$ cat src/rtl/fsm_par_pkg.sv
`timescale 1ns/1ps
// Shared state encoding and the parity helper used by the transmitter and its bench.
package fsm_par_pkg;

  localparam logic [2:0] IDLE   = 3'd0;
  localparam logic [2:0] DATA   = 3'd1;
  localparam logic [2:0] PARITY = 3'd2;
  localparam logic [2:0] START  = 3'd3;
  localparam logic [2:0] STOP   = 3'd4;

  function automatic logic par_of(input logic [31:0] word);
    return ^word;
  endfunction

endpackage

$ cat src/rtl/par_tx_shreg.sv
`timescale 1ns/1ps
// Load/shift register for the serial transmitter: bit counter, last-bit flag, and the
// bit that will be on the line after this edge.
module par_tx_shreg #(
  parameter  int DATA_W = 8,
  localparam int CNT_W  = $clog2(DATA_W)
) (
  input  logic              clk_i,
  input  logic              rst_ni,
  input  logic              load_i,
  input  logic              shift_i,
  input  logic [DATA_W-1:0] din_i,
  output logic              bit_o,
  output logic              last_o
);

  logic [DATA_W-1:0] sh_q;
  logic [CNT_W-1:0]  cnt_q;

  always_ff @(posedge clk_i or negedge rst_ni) begin
    if (!rst_ni) begin
      sh_q  <= '0;
      cnt_q <= '0;
    end else if (load_i) begin
      sh_q  <= din_i;
      cnt_q <= '0;
    end else if (shift_i) begin
      sh_q  <= sh_q >> 1;
      cnt_q <= cnt_q + 1'b1;
    end
  end

  // When shifting, the line takes the bit that is about to move into position 0.
  assign bit_o  = shift_i ? sh_q[1] : sh_q[0];
  assign last_o = (cnt_q == CNT_W'(DATA_W - 1));

endmodule

$ cat src/rtl/fsm_par_gen_tx.sv
`timescale 1ns/1ps
// Serial parity transmitter: LSB-first word followed by one parity bit, all outputs registered.
// Define PAR_TX_FRAME_EN to wrap each frame in a START (1) and STOP (0) bit.
module fsm_par_gen_tx
  import fsm_par_pkg::*;
#(
  parameter int DATA_W  = 8,
  parameter bit ODD_PAR = 1'b0
) (
  input  logic              clk,
  input  logic              rst,
  input  logic [DATA_W-1:0] in_data,
  input  logic              in_valid,
  output logic              in_ready,
  output logic              ser_out,
  output logic              busy,
  output logic              par_bit
);

  logic [2:0] state_q, state_d;
  logic       acc_q, acc_d;
  logic       ser_q, ser_d;
  logic       rdy_q, rdy_d;
  logic       busy_q, busy_d;
  logic       par_q, par_d;
  logic       load, shift, last, bit_nxt;

  // Ready is only ever high in the states that may accept a word, so a handshake always loads.
  assign load  = in_valid && rdy_q;
  assign shift = (state_q == DATA) && !last;

  par_tx_shreg #(.DATA_W(DATA_W)) u_shreg (
    .clk_i  (clk),
    .rst_ni (rst),
    .load_i (load),
    .shift_i(shift),
    .din_i  (in_data),
    .bit_o  (bit_nxt),
    .last_o (last)
  );

  always_ff @(posedge clk or negedge rst) begin
    if (!rst) begin
      state_q <= IDLE;
      acc_q   <= 1'b0;
      ser_q   <= 1'b0;
      rdy_q   <= 1'b1;
      busy_q  <= 1'b0;
      par_q   <= 1'b0;
    end else begin
      state_q <= state_d;
      acc_q   <= acc_d;
      ser_q   <= ser_d;
      rdy_q   <= rdy_d;
      busy_q  <= busy_d;
      par_q   <= par_d;
    end
  end

  always_comb begin
    state_d = state_q;
    acc_d   = acc_q;
    case (state_q)
      IDLE: if (load) begin
`ifdef PAR_TX_FRAME_EN
        state_d = START;
`else
        state_d = DATA;
        acc_d   = in_data[0];
`endif
      end
`ifdef PAR_TX_FRAME_EN
      START: begin
        state_d = DATA;
        acc_d   = bit_nxt;
      end
`endif
      DATA: begin
        if (last) begin
          state_d = PARITY;
        end else begin
          acc_d = acc_q ^ bit_nxt;
        end
      end
`ifdef PAR_TX_FRAME_EN
      PARITY: state_d = STOP;
      STOP:   state_d = load ? START : IDLE;
`else
      PARITY: begin
        if (load) begin
          state_d = DATA;
          acc_d   = in_data[0];
        end else begin
          state_d = IDLE;
        end
      end
`endif
      default: state_d = IDLE;
    endcase
  end

  always_comb begin
    busy_d = (state_d != IDLE);
    par_d  = (state_d == PARITY);
`ifdef PAR_TX_FRAME_EN
    rdy_d  = (state_d == IDLE) || (state_d == STOP);
`else
    rdy_d  = (state_d == IDLE) || (state_d == PARITY);
`endif
    case (state_d)
      DATA:    ser_d = load ? in_data[0] : bit_nxt;
      PARITY:  ser_d = acc_q ^ ODD_PAR;
`ifdef PAR_TX_FRAME_EN
      START:   ser_d = 1'b1;
`endif
      default: ser_d = 1'b0;
    endcase
  end

  assign in_ready = rdy_q;
  assign ser_out  = ser_q;
  assign busy     = busy_q;
  assign par_bit  = par_q;

endmodule

$ cat config.mk
export PLATFORM = sky130hd
export DESIGN_NAME = fsm_par_gen_tx
export DESIGN_NICKNAME = d
export VERILOG_FILES = /design/src/rtl/fsm_par_pkg.sv /design/src/rtl/par_tx_shreg.sv /design/src/rtl/fsm_par_gen_tx.sv
export SDC_FILE = /design/constraint.sdc
export NUM_CORES = 1
export LEC_CHECK = 0
export ABC_AREA = 0
export BUFFER_PORTS_ARGS = -buffer_cell sky130_fd_sc_hd__buf_4
export CAP_MARGIN = 15
export CORE_MARGIN = 1.5
export CORE_UTILIZATION = 60
export CTS_BUF_LIST = sky130_fd_sc_hd__clkbuf_4
export DETAILED_ROUTE_END_ITERATION = 7
export HOLD_SLACK_MARGIN = 0.05
export MAX_ROUTING_LAYER = met4
export PLACE_DENSITY = 0.85
export SYNTH_ARGS = -nofsm -noshare
export SYNTH_HDL_FRONTEND = slang
export SYNTH_HIERARCHICAL = 1
export SYNTH_SLANG_ARGS = --single-unit
$ cat constraint.sdc
create_clock -name clk -period 3.52 [get_ports clk]
set_input_delay 0 -clock clk [delete_from_list [all_inputs] [get_ports clk]]
set_output_delay 0 -clock clk [all_outputs]
set_load 0.05 [all_outputs]
==> metrics.txt, run 1 <==
Cell Rows=13; chip width=40.5 µm; Die Ht=40.5 µm; FFs w/ async S/R, synth=100%; routed via count=625; Antenna Cells=0; Root Driver=clkbuf_4; largest net degree at the start of global routing=21; status=finished clean; RSZ-0062 raised after global routing=no; CTS clk-pin slew, worst paths=110 ps; main flop type after synthesis=dfrtp_1; H-tree level count=1; Syn-to-layout area delta=29.7%; switching share of total power=29.1%; CP Class=register to register; CTS tree=built; main combinational cell family by area after synthesis=multiplexers; Initial Util=64.8%; IO Count=15; worst reg2reg startpoint=u_shreg/cnt_q[0]; vias in the first global route=591; Reg power frac=55.4%; Fin. Hold Viols=0; # DRC=0; Synth Area in Simple Gates=13.5%; CP startpoint kind=register; adder-cell area share of the yosys netlist=2.97%; Final HPWL DP=1030 µm; Comb pwr share=21.5%; CTS Buffer Depth=2; largest area contributor in the netlist=dfrtp_1; Reg2Reg Capture Point=acc_q; NetSw=140 µW; Post-CTS Setup Repair Bufs=0; die area=1640 µm²; crit-path max FO=11; WL final=1620 µm; internal power=339 µW; post-CTS sizing=0; fin nets=113; later-pin clock latency in the skew report=290 ps; cells after synthesis=73; post-synth net total=86; leak pwr=0.000504 µW; pwr/cell area=438 nW/µm²; CP endpoint kind=register; max cap viols=0; clock share of power=23.1%; WP data arrival=2360 ps; first-pass GRT wire length=2670 µm; total CTS buffers=3; post-synthesis sequential area ratio=56.5%; setup tns final=0 ps; Post-Synth XOR/XNOR Area=1.04%; Core Region=1300 µm²; Worst path max stage delay=420 ps; hold crit path type=input pin to asynchronous set/reset pin; top-count cell post-synth=dfrtp_1; initial antenna violation count=0; grt total ovfl=0; Bufs and invs on worst path=1; post-route cell area=1090 µm²; CP top delay family=adder cells; FF+latch count, synth=19; synth top area cells=dfrtp_1 (53%), mux2i_1 (11%), o21ai_1 (4.7%); Finish-stage setup viols=0; Post-Syn Area per Cell=11.6 µm²; Final period util=61.6%; Setup Skew=3.44 ps; R2R cell count=8; Reg2Reg Setup Slack=1350 ps; worst-margin pin slew=662 ps; relative slew slack=55.8%; placed cells=100; share of layout cells above drive strength 1=24.2%; TritonCTS Sinks=19; Port Buffers=14; Final Non-Filler Cells=114; Synth top area share=53.4%; Placed Area=963 µm²; GRT Util Overall=26.2%; Peak supply drop=0.405 mV; minimum clock period=2170 ps; Req. time, crit path=3710 ps; Post-synth EDFFs=0; synthesis warning total=6; synth cell count leaders=dfrtp_1 (18), mux2i_1 (9), nand2_1 (8), o21ai_1 (8), nor2_1 (4); 1st-iter DRT viols=12; crit path max-delay cell type=dfrtp_1; fmax=461 MHz; max-slew violation count=0; crit path cell chain=ha_1 -> ha_1 -> nor4b_2 -> buf_4 -> mux2_4 -> o21ai_0 -> a31oi_1 -> o22a_1; post-route ant nets=0; most frequent CP cell=ha_1; WL/cell=14.2 µm; Post-Syn Area=843 µm²; Unique masters post-synth=26; Pre-Repair DR Iteration Count=4; Compound-Gate Fraction of Synth Area=9.20%; vias per cell=5.48; mux cell area share after synthesis=13.8%; GPL Wtd Cong=0.790
==> power groups by stage <==
stage / clock, µW / combinational, µW / sequential (µW)
5_1_grt: 120 / 112 / 269
6_report: 111 / 103 / 265
3_5_place_dp: 0 / 92.4 / 268
3_3_place_gp: 0 / 89.8 / 266
2_1_floorplan: 0 / 54.7 / 274
4_1_cts: 112 / 102 / 264
==> state kept, by name, indices dropped and copies added, names as in the netlist <==
register,cells
acc_q,1
busy,1
in_ready,1
par_bit,1
ser_out,1
state_q,3
u_shreg/cnt_q,3
u_shreg/sh_q,8
==> per-layer routing <==
| layer | part of all wire (%) | vias up | track usage (%) |
|---|---|---|---|
| li1 | - | 304 | - |
| met1 | 47 | 301 | 35.8 |
| met2 | 48 | 20 | 38.9 |
| met3 | 5.1 | 0 | 5.56 |
| met4 | 0 | 0 | 8.33 |
| met5 | 0 | - | - |
==> worst max path at each step <==
stage,end,depth (start not counted),from
4_1_cts,acc_q,8,u_shreg/cnt_q[0]
2_1_floorplan,acc_q,7,u_shreg/cnt_q[0]
3_5_place_dp,acc_q,8,u_shreg/cnt_q[0]
5_1_grt,acc_q,8,u_shreg/cnt_q[0]
3_3_place_gp,acc_q,8,u_shreg/cnt_q[0]
6_report,acc_q,8,u_shreg/cnt_q[0]
==> stage by stage <==
stage               worst slack (ps)  power [µW]  util, %  hold WS (ps)
global route                    1200         501     84.0           130
global placement                1480         356     74.0          -121
floorplan                       1550         329        -          -296
finish                          1350         479     84.0           100
detailed placement              1370         360     74.0          -120
CTS                             1350         478     84.0          88.4
==> cells in the final DEF, fill, tap and decap left out, drive strengths merged <==
master,n
ha,2
dfrtp,18
conb,1
clkbuf,3
dfstp,1
o22a,1
inv,1
or3b,1
nand3b,1
o21ai,9
nor4bb,2
buf,15
mux2,2
a21oi,2
a31oi,1
and2,1
nor3,1
a21o,1
xnor2,1
nand2b,2
clkinvlp,1
mux2i,9
nor4b,1
nand2,8
dlygate4sd3,10
nor2,4
==> layout make-up <==
type	count	area, µm²
flip-flops and latches	19	477
repair buffers	25	213
clock inverters	1	7.51
multi-input cells	50	352
fillers	70	208
clock buffers	3	22.5
well taps	15	18.8
inverters	1	3.75
==> cells by family after synthesis <==
logic type / count (synthesis)
adders and majority gates: 2
DFF: 19
AOI/OAI and AO/OA: 14
muxes: 11
xor gates and xnor gates: 1
other: 1
buffers and inverters: 4
and+or+nand+nor: 21
==> what timing repair did <==
| action | CTS | global route |
|---|---|---|
| hold buffers | 10 | 0 |
| hold endpoints to repair | 29 | 0 |
| setup endpoints to repair | 0 | 0 |
No activity file was read; power rests on OpenSTA's default activity.
==> run 2: changes to the inputs <==
- ABC_AREA: 0 -> 1
- CORE_ASPECT_RATIO: default -> 1.1
- CORE_UTILIZATION: 60 -> 56
- PLACE_DENSITY: 0.85 -> 0.8
- clock period: 3.52 -> 2.1 ns (I/O delays scaled with it)
==> metrics.txt, run 2 <==
CTS tree=built; Antenna Cells=0; GRT Util Overall=22.9%; Reg2Reg Capture Point=acc_q; chip width=40.9 µm; pwr/cell area=785 nW/µm²; TritonCTS Sinks=19; later-pin clock latency in the skew report=300 ps; biggest regs=u_shreg/sh_q (8), state_q (3), u_shreg/cnt_q (3); synth cell count leaders=nand2_1 (37), dfrtp_1 (18), nand3_1 (17), inv_1 (11), nand2_2 (3); commonest non-fill, non-tap cell in the layout=nand2_1; cells after synthesis=103; post-route cell area=1110 µm²; Syn-to-layout area delta=25.7%; CTS clk-pin slew, worst paths=110 ps; Core Region=1420 µm²; GPL Wtd Cong=0.747; Fin. Hold Viols=0; Pre-Repair DR Iteration Count=4; FFs w/ async S/R, synth=100%; CP endpoint kind=register; largest net degree at the start of global routing=20; WL/cell=11.2 µm; CP startpoint kind=register; clock share of power=21.1%; worst reg2reg startpoint=u_shreg/cnt_q[0]; initial antenna violation count=0; largest reg by FF count=u_shreg/sh_q; CTS Buffer Depth=2; WL final=1630 µm; Req. time, crit path=2300 ps; total CTS buffers=3; minimum clock period=1800 ps; Peak supply drop=0.561 mV; Comb pwr share=25.7%; 1st-iter DRT viols=12; share of layout cells above drive strength 1=22.5%; synth top area cells=dfrtp_1 (51%), nand2_1 (16%), nand3_1 (9.6%); vias per cell=5.03; switching share of total power=32.9%; post-synth net total=116; largest area contributor in the netlist=dfrtp_1; Die Ht=44.7 µm; Post-Syn Area per Cell=8.59 µm²; leak pwr=0.000605 µW; Reg2Reg Setup Slack=300 ps; # DRC=0; H-tree level count=1; max-slew violation count=0; FF+latch count, synth=19; Final period util=85.7%; crit path max-delay cell type=dfrtp_1; Worst path max stage delay=410 ps; crit path cell chain=ha_1 -> ha_1 -> inv_1 -> nand3_2 -> inv_1 -> nand2_2 -> and2_1 -> inv_1 -> nand2_1 -> nand3_1 -> nand2_1 -> nand2_1 -> nand2_1; crit-path max FO=3; top-count cell post-synth=nand2_1; Placed Area=995 µm²; Post-Syn Area=885 µm²; post-synthesis sequential area ratio=53.9%; setup tns final=0 ps; Synth top area share=50.9%; die area=1830 µm²; Unique masters post-synth=18; Reg power frac=53.1%; Finish-stage setup viols=0; hold crit path type=input pin to asynchronous set/reset pin; internal power=586 µW; Post-CTS Setup Repair Bufs=0; vias in the first global route=656; Root Driver=clkbuf_4; status=finished clean; WP data arrival=2000 ps; max reg flops=8; R2R cell count=13; fmax=556 MHz; Cell Rows=14; Setup Skew=3.88 ps; Post-synth EDFFs=0; RSZ-0062 raised after global routing=no; commonest non-fill, non-tap cells in the layout=nand2_1 (37), dfrtp_1 (18), nand3_1 (17), buf_4 (15), inv_1 (11); most frequent CP cell=nand2_1; routed via count=730; synthesis warning total=6; grt total ovfl=0; max cap viols=0; main flop type after synthesis=dfrtp_1; Final HPWL DP=1080 µm; Initial Util=62.3%; post-route ant nets=0; IO Count=15; NetSw=287 µW; first-pass GRT wire length=2660 µm; Port Buffers=14; CP Class=register to register; fin nets=143
-- run 2: cell count changes after synthesis, moves of 3 or more --
cell / delta
inv_1: +11
mux2i_1: -9
nand2_1: +29
nand2_2: +3
nand3_1: +17
o21ai_1: -7
-- run 2: power by group through the flow --
stage                     combinational [µW]  sequential (µW)  clock, µW
after detailed placement                 212              471          0
final                                    225              464        185
after floorplan                          132              490          0
after global placement                   206              468          0
after CTS                                226              464        189
after global routing                     255              471        198
-- run 2: worst max path at each step --
| stage | start | endpoint | slack [ps] | depth (start not counted) |
|---|---|---|---|---|
| 2_1_floorplan | u_shreg/cnt_q[0] | acc_q | 250 | 14 |
| 6_report | u_shreg/cnt_q[0] | acc_q | 300 | 13 |
| 4_1_cts | u_shreg/cnt_q[0] | acc_q | 300 | 13 |
| 5_1_grt | u_shreg/cnt_q[0] | acc_q | 120 | 14 |
| 3_3_place_gp | u_shreg/cnt_q[0] | acc_q | 360 | 13 |
| 3_5_place_dp | u_shreg/cnt_q[0] | acc_q | 320 | 13 |
-- run 2: cell families (layout without fill, tap and decap cells) --
| logic type | Yosys count | in the layout | share of synthesized area [%] |
|---|---|---|---|
| compound gates | 2 | 2 | 1.13 |
| fa+ha+maj | 2 | 2 | 2.83 |
| buf+inv | 14 | 40 | 7.64 |
| flops | 19 | 19 | 53.9 |
| other cells | 1 | 1 | 0.424 |
| simple gates | 65 | 65 | 34.1 |
-- run 2: per-layer routing --
metal	global-route usage [%]	share of wire [%]
met2	36.6	54
met3	3.02	3.6
met4	14.0	1.8
met1	25.9	40
met5	-	0
-- run 2: repair_timing --
item / in CTS / in global routing
hold buffers: 9 / 0
gates resized for setup: 0 / 0
endpoints found under the hold margin: 29 / 0
-- run 2: cell type report --
class | count | area, µm²
Clock buffer | 3 | 22.5
Clock inverter | 1 | 5.00
Fill cell | 97 | 307
Inverter | 12 | 45.0
Multi-Input combinational cell | 70 | 340
Sequential cell | 19 | 477
Tap cell | 16 | 20.0
Timing Repair Buffer | 24 | 203
-- run 2: per-stage QoR --
step	power (µW)	setup slack, ps	hold WS, ps	cells	utilization (%)
2_1_floorplan	622	251	-296	103	-
3_3_place_gp	674	365	-119	132	70.1
3_5_place_dp	683	316	-114	132	70.1
4_1_cts	878	295	94.1	145	78.4
5_1_grt	924	121	126	145	78.4
6_report	873	301	91.8	145	78.4
-- run 2: critical path, delay by kind of cell, from the launching register on --
kind	cells	cell delay [ps]
adder cells (fa/ha/maj)	2	380
buffers and inverters	3	290
flip-flops	1	410
AND/OR/NAND/NOR	8	610
==> run 3: changes to the inputs <==
- SYNTH_HIERARCHICAL: 1 -> default
==> metrics.txt, run 3 <==
largest net degree at the start of global routing=20; fin nets=131; R2R cell count=8; Placed Area=985 µm²; minimum clock period=1630 ps; CP endpoint=acc_q; top-count cell post-synth=nand2_1; first-pass GRT wire length=3100 µm; chip width=40.5 µm; CP endpoint kind=register; adder-cell area share of the yosys netlist=2.89%; post-synth net total=104; grt total ovfl=0; main flop type after synthesis=dfrtp_1; hold crit path type=input pin to asynchronous set/reset pin; die area=1790 µm²; pwr/cell area=817 nW/µm²; fill cell count=92; crit-path max FO=6; Port Buffers=14; commonest non-fill, non-tap cells in the layout=nand2_1 (20), dfrtp_1 (18), buf_4 (14), nand3_1 (13); Root Driver=clkbuf_4; Antenna Cells=0; CTS tree=built; Initial Util=61.7%; Post-Syn Area=865 µm²; CP startpoint kind=register; Peak supply drop=0.669 mV; largest area contributor in the netlist=dfrtp_1; Cell Rows=14; RSZ-0062 raised after global routing=no; status=finished clean; 1st-iter DRT viols=38; Post-Synth XOR/XNOR Area=0%; Comb pwr share=26.8%; Final HPWL DP=1250 µm; Hold WS=99.2 ps; Synth Area in Simple Gates=26.8%; IO Count=15; Post-Syn Area per Cell=9.50 µm²; H-tree level count=1; CTS clk-pin slew, worst paths=100 ps; Final period util=77.6%; Syn-to-layout area delta=27.8%; post-route cell area=1100 µm²; WL/cell=14.0 µm; Reg power frac=51.5%; clock share of power=21.6%; worst reg2reg startpoint=u_shreg.cnt_q[0]; Crit. Startpoint=u_shreg.cnt_q[0]; vias in the first global route=686; synth cell count leaders=nand2_1 (20), dfrtp_1 (18), nand3_1 (13), inv_1 (9), nor2_1 (5); Reg2Reg Setup Slack=470 ps; vias per cell=5.50; leak pwr=0.000560 µW; GRT Util Overall=27.0%; Core Region=1400 µm²; later-pin clock latency in the skew report=290 ps; cells after synthesis=91; Post-synth EDFFs=0; Req. time, crit path=2290 ps; Pre-Repair DR Iteration Count=4; max-slew violation count=0; internal power=604 µW; routed via count=732; FF+latch count, synth=19; commonest non-fill, non-tap cell in the layout=nand2_1; initial antenna violation count=0; post-route ant nets=0; Synth top area share=52.1%; # DRC=0; post-synthesis sequential area ratio=55.1%; synthesis warning total=0; mux cell area share after synthesis=0%; CP Class=register to register; WP data arrival=1820 ps; total CTS buffers=3; Unique masters post-synth=24; max reg flops=8; setup tns final=0 ps; fmax=614 MHz; share of layout cells above drive strength 1=26.5%; CTS Buffer Depth=2; main combinational cell family by area after synthesis=simple AND/OR/NAND/NOR gates; Finish-stage setup viols=0; synth top area cells=dfrtp_1 (52%), nand2_1 (8.7%), nand3_1 (7.5%); NetSw=298 µW; biggest regs=u_shreg.sh_q (8), state_q (3), u_shreg.cnt_q (3); Fin. Hold Viols=0; FFs w/ async S/R, synth=100%; GPL Wtd Cong=0.807; Reg2Reg Capture Point=acc_q; Setup Skew=2.96 ps; max cap viols=0; switching share of total power=33.0%; Compound-Gate Fraction of Synth Area=8.97%; WL final=1860 µm; Die Ht=44.2 µm; TritonCTS Sinks=19; largest reg by FF count=u_shreg.sh_q
run 3: cell count changes after synthesis, sizes merged:
cell	before	now
nand4	0	2
o211ai	0	2
a22o	0	1
a21oi	0	2
and2	1	0
nand3	18	14
buf	2	1
nand3b	0	1
nor2	5	7
nand2	41	22
o311ai	0	1
o21ai	2	4
run 3: worst min-delay path by stage:
stage | slack [ps] | end | from
2_1_floorplan | -300 | acc_q | rst
3_3_place_gp | -120 | busy | rst
3_5_place_dp | -120 | par_bit | rst
4_1_cts | 100 | par_bit | rst
5_1_grt | 140 | state_q[1] | rst
6_report | 100 | par_bit | rst
run 3: power groups by stage:
stage                     combinational (µW)  clock (µW)  sequential [µW]
after global placement                   211           0              469
after global routing                     263         211              470
after CTS                                238         197              464
after detailed placement                 217           0              471
after floorplan                          130           0              489
final                                    242         195              465
run 3: layout make-up:
class	count	area [µm²]	share of cell area [%]
Clock buffer	4	30.0	2.72
Inverter	12	45.0	4.08
Multi-Input combinational cell	59	338	30.6
Sequential cell	19	477	43.1
Tap cell	16	20.0	1.81
Timing Repair Buffer	23	195	17.7
run 3: metrics by stage:
stage,total power (µW),util [%],worst slack (ps),cells
after global routing,945,78.8,363,133
after detailed placement,689,70.3,518,120
after floorplan,619,-,656,91
after CTS,899,78.8,495,133
after global placement,680,70.3,572,120
final,903,78.8,471,133
run 3: critical path: stages (launching register included):
cell     delay [ps]
dfrtp_1         410
ha_1            210
ha_1            170
inv_1           180
nand3_4         130
nand2_1         100
nand3_1         110
nand3_1         150
a21oi_2          60
run 3: repair_timing:
| action | in CTS | in global routing |
|---|---|---|
| hold buffers | 9 | 0 |
| endpoints found under the hold margin | 27 | 0 |
| gates resized for setup | 0 | 0 |
| setup buffers | 0 | 0 |
run 3: kinds of logic after synthesis:
logic type               Yosys count
AND/OR/NAND/NOR                   46
flip-flops                        19
buffers and inverters             13
AO/OA/AOI/OAI                     10
adder cells (fa/ha/maj)            2
other                              1
run 3: layer usage:
layer | vias up | wire length [µm] | track usage [%]
met5 | - | 0 | -
met4 | 0 | 60 | 14.7
met3 | 6 | 108 | 1.51
met2 | 35 | 957 | 41.9
met1 | 342 | 737 | 34.6
li1 | 349 | - | -
